===== src/rtl/spi_pkg.sv =====
// Shared definitions for the 16-bit SPI register-write link (controller and peripheral).
package spi_pkg;

    localparam int unsigned FRAME_BITS = 16;
    localparam int unsigned ADDR_W     = 7;
    localparam int unsigned DATA_W     = 8;
    localparam logic        WRITE_BIT  = 1'b1;

    localparam int unsigned RW_POS   = 15;
    localparam int unsigned ADDR_MSB = 14;
    localparam int unsigned ADDR_LSB = 8;
    localparam int unsigned DATA_MSB = 7;
    localparam int unsigned DATA_LSB = 0;

    typedef logic [1:0]            spi_state_t;
    typedef logic [FRAME_BITS-1:0] spi_frame_t;

    localparam spi_state_t StIdle  = 2'd0;
    localparam spi_state_t StSetup = 2'd1;
    localparam spi_state_t StShift = 2'd2;
    localparam spi_state_t StGap   = 2'd3;

    function automatic spi_frame_t spi_build_frame(input logic [ADDR_W-1:0] addr,
                                                   input logic [DATA_W-1:0] data);
        spi_frame_t f;
        f                    = '0;
        f[RW_POS]            = WRITE_BIT;
        f[ADDR_MSB:ADDR_LSB] = addr;
        f[DATA_MSB:DATA_LSB] = data;
        return f;
    endfunction

endpackage


===== src/rtl/spi_sclk_gen.sv =====
// SCLK half-period divider: strobes the end of each low phase (rise) and high phase (fall).
module spi_sclk_gen
    import spi_pkg::*;
#(
    parameter int unsigned CLK_DIV = 4
) (
    input  logic clk,
    input  logic rst_n,
    input  logic en_i,
    output logic rise_o,
    output logic fall_o
);

    localparam int unsigned     CntW   = (CLK_DIV > 1) ? $clog2(CLK_DIV) : 1;
    localparam logic [CntW-1:0] CntMax = CntW'(CLK_DIV - 1);

    logic [CntW-1:0] cnt_q, cnt_d;
    logic            phase_q, phase_d;
    logic            wrap;

    // phase_q = 0 while the current half-period is the low one.
    always_comb begin
        wrap    = en_i && (cnt_q == CntMax);
        cnt_d   = '0;
        phase_d = 1'b0;
        if (en_i) begin
            cnt_d   = wrap ? '0 : cnt_q + 1'b1;
            phase_d = wrap ? ~phase_q : phase_q;
        end
        rise_o = wrap && !phase_q;
        fall_o = wrap && phase_q;
    end

    always_ff @(posedge clk or negedge rst_n) begin
        if (!rst_n) begin
            cnt_q   <= '0;
            phase_q <= 1'b0;
        end else begin
            cnt_q   <= cnt_d;
            phase_q <= phase_d;
        end
    end

endmodule


===== src/rtl/spi_controller.sv =====
// SPI mode-0 write initiator: one {addr,data} frame per valid/ready handshake, MSB first.
module spi_controller
    import spi_pkg::*;
#(
    parameter int unsigned CLK_DIV = 4,
    parameter int unsigned CS_GAP  = 4
) (
    input  logic              clk,
    input  logic              rst_n,
    input  logic              tx_valid,
    output logic              tx_ready,
    input  logic [ADDR_W-1:0] tx_addr,
    input  logic [DATA_W-1:0] tx_data,
    output logic              busy,
    output logic              done,
    output logic              sclk,
    output logic              copi,
    output logic              ncs
);

    localparam int unsigned     GapW    = (CS_GAP > 1) ? $clog2(CS_GAP + 1) : 1;
    localparam logic [GapW-1:0] GapLoad = GapW'(CS_GAP - 1);

    spi_state_t      state_q, state_d;
    spi_frame_t      shift_q, shift_d;
    logic [4:0]      bit_q, bit_d;
    logic [GapW-1:0] gap_q, gap_d;
    logic            sclk_q, sclk_d;
    logic            copi_q, copi_d;
    logic            ncs_q, ncs_d;
    logic            done_q, done_d;
    logic            busy_q, busy_d;
    logic            ready_q, ready_d;
    logic            div_en, rise, fall;
    spi_frame_t      frame;

    assign div_en = (state_q == StSetup) || (state_q == StShift);
    assign frame  = spi_build_frame(tx_addr, tx_data);

    spi_sclk_gen #(
        .CLK_DIV(CLK_DIV)
    ) u_sclk_gen (
        .clk   (clk),
        .rst_n (rst_n),
        .en_i  (div_en),
        .rise_o(rise),
        .fall_o(fall)
    );

    always_comb begin
        state_d = state_q;
        shift_d = shift_q;
        bit_d   = bit_q;
        gap_d   = gap_q;
        sclk_d  = sclk_q;
        copi_d  = copi_q;
        ncs_d   = ncs_q;
        done_d  = 1'b0;
        unique case (state_q)
            StIdle: begin
                // ready_q is low for the first cycle after reset release.
                if (tx_valid && ready_q) begin
                    state_d = StSetup;
                    shift_d = frame;
                    copi_d  = frame[FRAME_BITS-1];
                    bit_d   = 5'd15;
                    ncs_d   = 1'b0;
                    sclk_d  = 1'b0;
                end
            end
            StSetup: begin
                if (rise) begin
                    sclk_d  = 1'b1;
                    state_d = StShift;
                end
            end
            StShift: begin
                if (fall) begin
                    sclk_d  = 1'b0;
                    shift_d = {shift_q[FRAME_BITS-2:0], 1'b0};
                    copi_d  = shift_q[FRAME_BITS-2];
                end else if (rise) begin
                    // bit_q names the bit being clocked; at 0 this rise slot closes the frame.
                    if (bit_q == 5'd0) begin
                        state_d = StGap;
                        ncs_d   = 1'b1;
                        copi_d  = 1'b0;
                        done_d  = 1'b1;
                        gap_d   = GapLoad;
                    end else begin
                        bit_d  = bit_q - 5'd1;
                        sclk_d = 1'b1;
                    end
                end
            end
            StGap: begin
                if (gap_q == '0) begin
                    state_d = StIdle;
                end else begin
                    gap_d = gap_q - 1'b1;
                end
            end
            default: state_d = StIdle;
        endcase
        ready_d = (state_d == StIdle);
        busy_d  = (state_d != StIdle);
    end

    always_ff @(posedge clk or negedge rst_n) begin
        if (!rst_n) begin
            state_q <= StIdle;
            shift_q <= '0;
            bit_q   <= '0;
            gap_q   <= '0;
            sclk_q  <= 1'b0;
            copi_q  <= 1'b0;
            ncs_q   <= 1'b1;
            done_q  <= 1'b0;
            busy_q  <= 1'b0;
            ready_q <= 1'b0;
        end else begin
            state_q <= state_d;
            shift_q <= shift_d;
            bit_q   <= bit_d;
            gap_q   <= gap_d;
            sclk_q  <= sclk_d;
            copi_q  <= copi_d;
            ncs_q   <= ncs_d;
            done_q  <= done_d;
            busy_q  <= busy_d;
            ready_q <= ready_d;
        end
    end

    assign tx_ready = ready_q;
    assign busy     = busy_q;
    assign done     = done_q;
    assign sclk     = sclk_q;
    assign copi     = copi_q;
    assign ncs      = ncs_q;

endmodule


===== config.mk =====
export PLATFORM = sky130hd
export DESIGN_NAME = spi_controller
export DESIGN_NICKNAME = d
export VERILOG_FILES = /design/src/rtl/spi_pkg.sv /design/src/rtl/spi_sclk_gen.sv /design/src/rtl/spi_controller.sv
export SDC_FILE = /design/constraint.sdc
export NUM_CORES = 1
export LEC_CHECK = 0
export BUFFER_PORTS_ARGS = -buffer_cell sky130_fd_sc_hd__buf_4
export CAP_MARGIN = 20
export CORE_MARGIN = 2
export CORE_UTILIZATION = 53
export CTS_BUF_LIST = sky130_fd_sc_hd__clkbuf_8
export DETAILED_ROUTE_END_ITERATION = 10
export GPL_ROUTABILITY_DRIVEN = 0
export PLACE_DENSITY_LB_ADDON = 0.25
export SKIP_CTS_REPAIR_TIMING = 1
export SYNTH_ARGS = -nofsm -noshare
export SYNTH_HDL_FRONTEND = slang
export SYNTH_SLANG_ARGS = --single-unit

===== constraint.sdc =====
create_clock -name clk -period 2.5 [get_ports clk]
set_input_delay 0.125 -clock clk [delete_from_list [all_inputs] [get_ports clk]]
set_output_delay 0.125 -clock clk [all_outputs]
set_load 0.02 [all_outputs]

After elaboration in Yosys (flattened, before gate mapping)
Cells that the tools add are included.

word-level totals
  register bits after elaboration = 34
  output and inout bits = 6

cells by class
  add/subtract/negate cells = 3
  eq/ne operators = 16
  mux-type cells = 43
  bitwise operators = 1
  reductions and logical operators = 20

operator list
  kind                                               count
  2-to-1 mux 15 bit                                  2
  one-hot mux 15 bit (2 select lines)                1
  2-to-1 mux 5 bit                                   4
  AND reduction 5 bit                                4
  2-to-1 mux 1 bit                                   18
  2-to-1 mux 2 bit                                   8
  != test 2 bit (second input constant)              8
  2-to-1 mux 3 bit                                   4
  one-hot mux 5 bit (2 select lines)                 1
  one-hot mux 2 bit (4 select lines)                 1
  equality test 2 bit (second input constant)        3
  != test 3 bit (second input constant)              2
  one-hot mux 3 bit (2 select lines)                 1
  nonzero test 2 bit                                 3
  logical NOT 5 bit                                  1
  subtractor 5 x 1 -> 5 bit (second input constant)  1
  logical AND 1 bit                                  4
  logical NOT 2 bit                                  2
  one-hot mux 1 bit (2 select lines)                 2
  AND reduction 4 bit                                1
  logical NOT 3 bit                                  1
  != test 3 x 2 -> 1 bit (second input constant)     1
  one-hot mux 1 bit (3 select lines)                 1
  AND reduction 3 bit                                1
  8 further kinds                                    8

Logic depth before layout (Yosys ltp)
  depth in word-level cells = 8
  gate-level depth with buffers = 9
  mapped depth without buffers = 6

By module
Synthesis repeated with hierarchy kept, for this count alone.

second synthesis, totals
  cell total of the unflattened synthesis = 184
  area total of the unflattened synthesis = 1850.5 um^2

by module, submodules not included
  module          times used  cells an instance  area an instance (um^2)  seq. area each (um^2)
  spi_controller  1           173                1715.4                   777.0
  spi_sclk_gen    1           11                 135.1                    75.1

Worst setup path after synthesis
Ideal clock, no wire load.

  kind = register -> register
  start point = register state_q[1]
  end point = register busy_q (netlist: busy)
  setup time = 0.127 ns
  data arrival time = 1.665 ns
  required time = 2.373 ns
  path slack = 0.708 ns
  stages on the path, launching flop included = 8
  buffers on the path = 1
  clock period less this slack = 1.792 ns
  cell sequence = dfrtp_1 -> inv_1 -> ha_1 -> buf_2 -> nand3b_4 -> a221oi_1 -> o211ai_1 -> or2_2

between the ends
  word-level cells in the longest chain between the ends = 8

ends and longest elaborated chain
  item                                                                 RTL line                                    text
  from (decl)                                                          spi_controller.sv:24                        spi_state_t state_q, state_d;
  from (signal assigned)                                               spi_controller.sv:111                       state_q <= StIdle;
  from (signal assigned)                                               spi_controller.sv:122                       state_q <= state_d;
  equality test 2 x 1 -> 1 bit or equality test 2 bit (tied branches)  spi_controller.sv:37, spi_controller.sv:59
  logical OR 1 bit                                                     spi_controller.sv:37                        assign div_en = (state_q == StSetup) || (state_q == StShift);
  logical AND 1 bit                                                    spi_sclk_gen.sv:23                          wrap = en_i && (cnt_q == CntMax);
  logical AND 1 bit                                                    spi_sclk_gen.sv:30                          rise_o = wrap && !phase_q;
  2-to-1 mux 2 bit                                                     spi_controller.sv:82                        end else if (rise) begin
  2-to-1 mux 2 bit                                                     spi_controller.sv:78                        if (fall) begin
  one-hot mux 2 bit (4 select lines) (*)                               spi_controller.sv:59                        unique case (state_q)
  net state_d[0]                                                       spi_controller.sv:24
  nonzero test 2 bit (*)                                               spi_controller.sv:106                       busy_d = (state_d != StIdle);
  net busy_d                                                           spi_controller.sv:32                        logic busy_q, busy_d;
  to (signal assigned)                                                 spi_controller.sv:130                       busy_q <= busy_d;
  to (decl)                                                            spi_controller.sv:32

Mark *: on every way through the listed nets, which the timed path passes. The rest lies on a longest branch.
A chain may end at the register's enable or synchronous reset.

Worst setup path after layout
  start point = register state_q[1]
  end point = register bit_q[0]

between the ends
  word-level cells in the longest chain between the ends = 6

ends and longest elaborated chain
  item                                                                 RTL line                                    text
  equality test 2 x 1 -> 1 bit or equality test 2 bit (tied branches)  spi_controller.sv:37, spi_controller.sv:59
  logical OR 1 bit                                                     spi_controller.sv:37
  logical AND 1 bit                                                    spi_sclk_gen.sv:23
  logical AND 1 bit, on equally long branches                          spi_sclk_gen.sv:31, spi_sclk_gen.sv:30
  != test 2 bit (no line)                                              n/a
  AND reduction 5 bit (no line)                                        n/a
  to (signal assigned)                                                 spi_controller.sv:124                       bit_q <= bit_d;
  to (decl)                                                            spi_controller.sv:26                        logic [4:0] bit_q, bit_d;

Parallel ways exist; a longest one is shown, timed or not.

==> results.ini <==
[status]
outcome = finished clean

[worst_setup_path]
slowest_stage = ha_1
cp_cell_sequence = inv_1, ha_1, nand3b_4, nor3_2, o21ai_0, a221oi_1
cp.arrival_ps = 2240
cp_max_fo = 11
cp-end-kind = flip-flop
cp-start-kind = flip-flop
slowest_delay_ps = 490
crit_type = flip-flop to flip-flop
reg2reg_to = bit_q[0]
r2r_slack_ps = 440
crit_family = adder cells
rr_worst_depth = 6
crit_required_ps = 2680
timing.rr.start = state_q[1]
cp_num_buf_inv = 1

[synthesis]
synth_top_area_frac = 0.433
synthFlopType = dfrtp_1
synth.avg_cell_area_um2 = 9.78
async_flop_share = 1.00
syn_nets = 222
yosys.area.top_type = dfrtp_1
ys_ff_latch = 34
syn_inst = 195
synth.area.top_cells = dfrtp_1 (43%), mux2i_1 (7.9%), ha_1 (5.9%), a21oi_1 (5.5%), nor2_1 (4.3%)
synth_edf_count = 0
synth_warnings = 0
synth.distinct_cells = 47
ys_seq_area_frac = 0.447
syn_area_um2 = 1910

[clock_network]
cts_sinks = 34
cts_tree = yes
h-tree-depth = 2
clkLatencyLatePin_ps = 290
cts_buffer_depth = 2
path_clk_slew_ps = 70
root_buffer = clkbuf_8
cts_made_buffers = 5

[die]
rows = 21
die_area_um2 = 4090
io_pins = 24
core_um2 = 3390
initial_core_util = 0.563
die_w_um = 64.0
dieHeight_um = 64.0

[min_path]
worstHoldEndpoint = shift_q[0]
hp-class = input port to flip-flop
holdPathStages = 3
hold_path_startpoint = tx_data[0]

[sta]
finalSetupViolCount = 0
max_freq_mhz = 486
slew_violations = 0
finalSetupTns_ps = 0
finalCritPeriodShare = 0.823
relSlewSlack = 0.489
hold_viol_final = 0
rsz0062_at_grt = no
finClkSkew_ps = 8.24
fin_crit_ps = 2060
worstMarginPinSlew_ps = 756

[finish]
area_delta_synth_final_pct = 17.1
n_antenna_cell = 0
drive_gt1_frac = 0.192
final_common_cell = dfrtp_1
mostFrequentLayoutCells = dfrtp_1 (33), buf_4 (27), nor2_1 (22), a21oi_1 (20), mux2i_1 (15)
final_nets = 245

[grt]
grt_overflow = 0
grt_pass1_wl_um = 6910
antenna_found_initial = 0
track_usage = 0.213
grt_pass1_vias = 1605
grt_max_degree = 35

[drt]
vias = 1535
firstDrtPassIters = 4
wirelength_um = 3850
drt-initial-drc-count = 52
viasPerCell = 5.79
drc = 0
postRouteAntennaNets = 0
wl_per_cell_um = 14.5

[power_and_ir_drop]
max-vdd-ir-drop_mv = 0.545
total_power_mw = 2.31
p_leak_nw = 0.942
p_per_area_nw_per_um2 = 1030

[flow_run]
drv_cap = 0

[place]
hpwl_um = 2780
port_buffers = 23

==> report_power, final <==
group	internal, mW	switching (mW)
logic	0.384	0.561
clock network	0.293	0.202
registers	0.752	0.117
==> Yosys cell counts, types with 2 or more instances <==
library cell  instances
nand4_1               4
o21ai_0               9
mux2i_1              15
nor3_1                6
a21oi_1              21
inv_1                 9
nand2_1               7
dfrtp_1              33
a221oi_1              3
a21o_1                2
nand2b_1              2
or2_2                 2
clkbuf_1              3
o311ai_0              2
a211oi_1              2
or4_1                 2
o211ai_1              2
buf_2                 8
and2_1                2
nor2_1               22
nand3_1               5
ha_1                  9
==> logic make-up after synthesis <==
group / count (synthesis) / synth area share
xor gates and xnor gates: 2 / 0.00919
adders and majority gates: 9 / 0.0591
DFF: 34 / 0.447
AOI/OAI and AO/OA: 49 / 0.163
muxes: 15 / 0.0787
buffers and inverters: 22 / 0.0505
and+or+nand+nor: 64 / 0.193
==> worst reg2reg max path, stage by stage, from the launching register on <==
cell and delay (ps):
dfrtp_1 410, inv_1 100, ha_1 490, nand3b_4 140
nor3_2 330, o21ai_0 160, a221oi_1 320
==> metal layers <==
layer | track usage | up-vias | part of all wire
met5 | 0 | - | 0
met4 | 0.0842 | 0 | 0.015
met3 | 0.0475 | 6 | 0.036
met2 | 0.379 | 38 | 0.51
met1 | 0.246 | 742 | 0.43
li1 | - | 749 | -
==> area by class of cell <==
class	instances	area, um^2
clock buffer	5	68.8
clock inverter	3	41.3
fill	274	1160
inverter	10	37.5
multi-input combinational	139	962
sequential	34	852
tap	46	57.6
timing repair buffer	28	213
==> state kept, by name, indices dropped and copies added (netlist names) <==
| name | cells |
|---|---|
| bit_q | 5 |
| busy | 1 |
| copi | 1 |
| done | 1 |
| gap_q | 3 |
| ncs | 1 |
| sclk | 1 |
| shift_q | 15 |
| state_q | 2 |
| tx_ready | 1 |
| u_sclk_gen.cnt_q | 2 |
| u_sclk_gen.phase_q | 1 |
==> through the flow <==
stage | cell area (um^2) | hold WS, ps | instances | setup WS (ps) | utilization
after global placement | 2110 | 96.3 | 256 | 591 | 0.623
after CTS | 2220 | -208 | 264 | 466 | 0.656
final | 2230 | 90.1 | 265 | 444 | 0.659
after detailed placement | 2110 | 105 | 256 | 479 | 0.623
after global routing | 2230 | 116 | 265 | 294 | 0.659
after floorplan | 1910 | -171 | 195 | 708 | -
==> how the worst max path moves through the flow <==
stage	startpoint	end	cells past startpoint
floorplan	state_q[1]	busy	7
global placement	state_q[0]	busy	7
detailed placement	state_q[1]	bit_q[0]	6
CTS	state_q[1]	bit_q[0]	6
global route	state_q[1]	bit_q[0]	6
finish	state_q[1]	bit_q[0]	6
No activity file was read; power rests on OpenSTA's default activity.
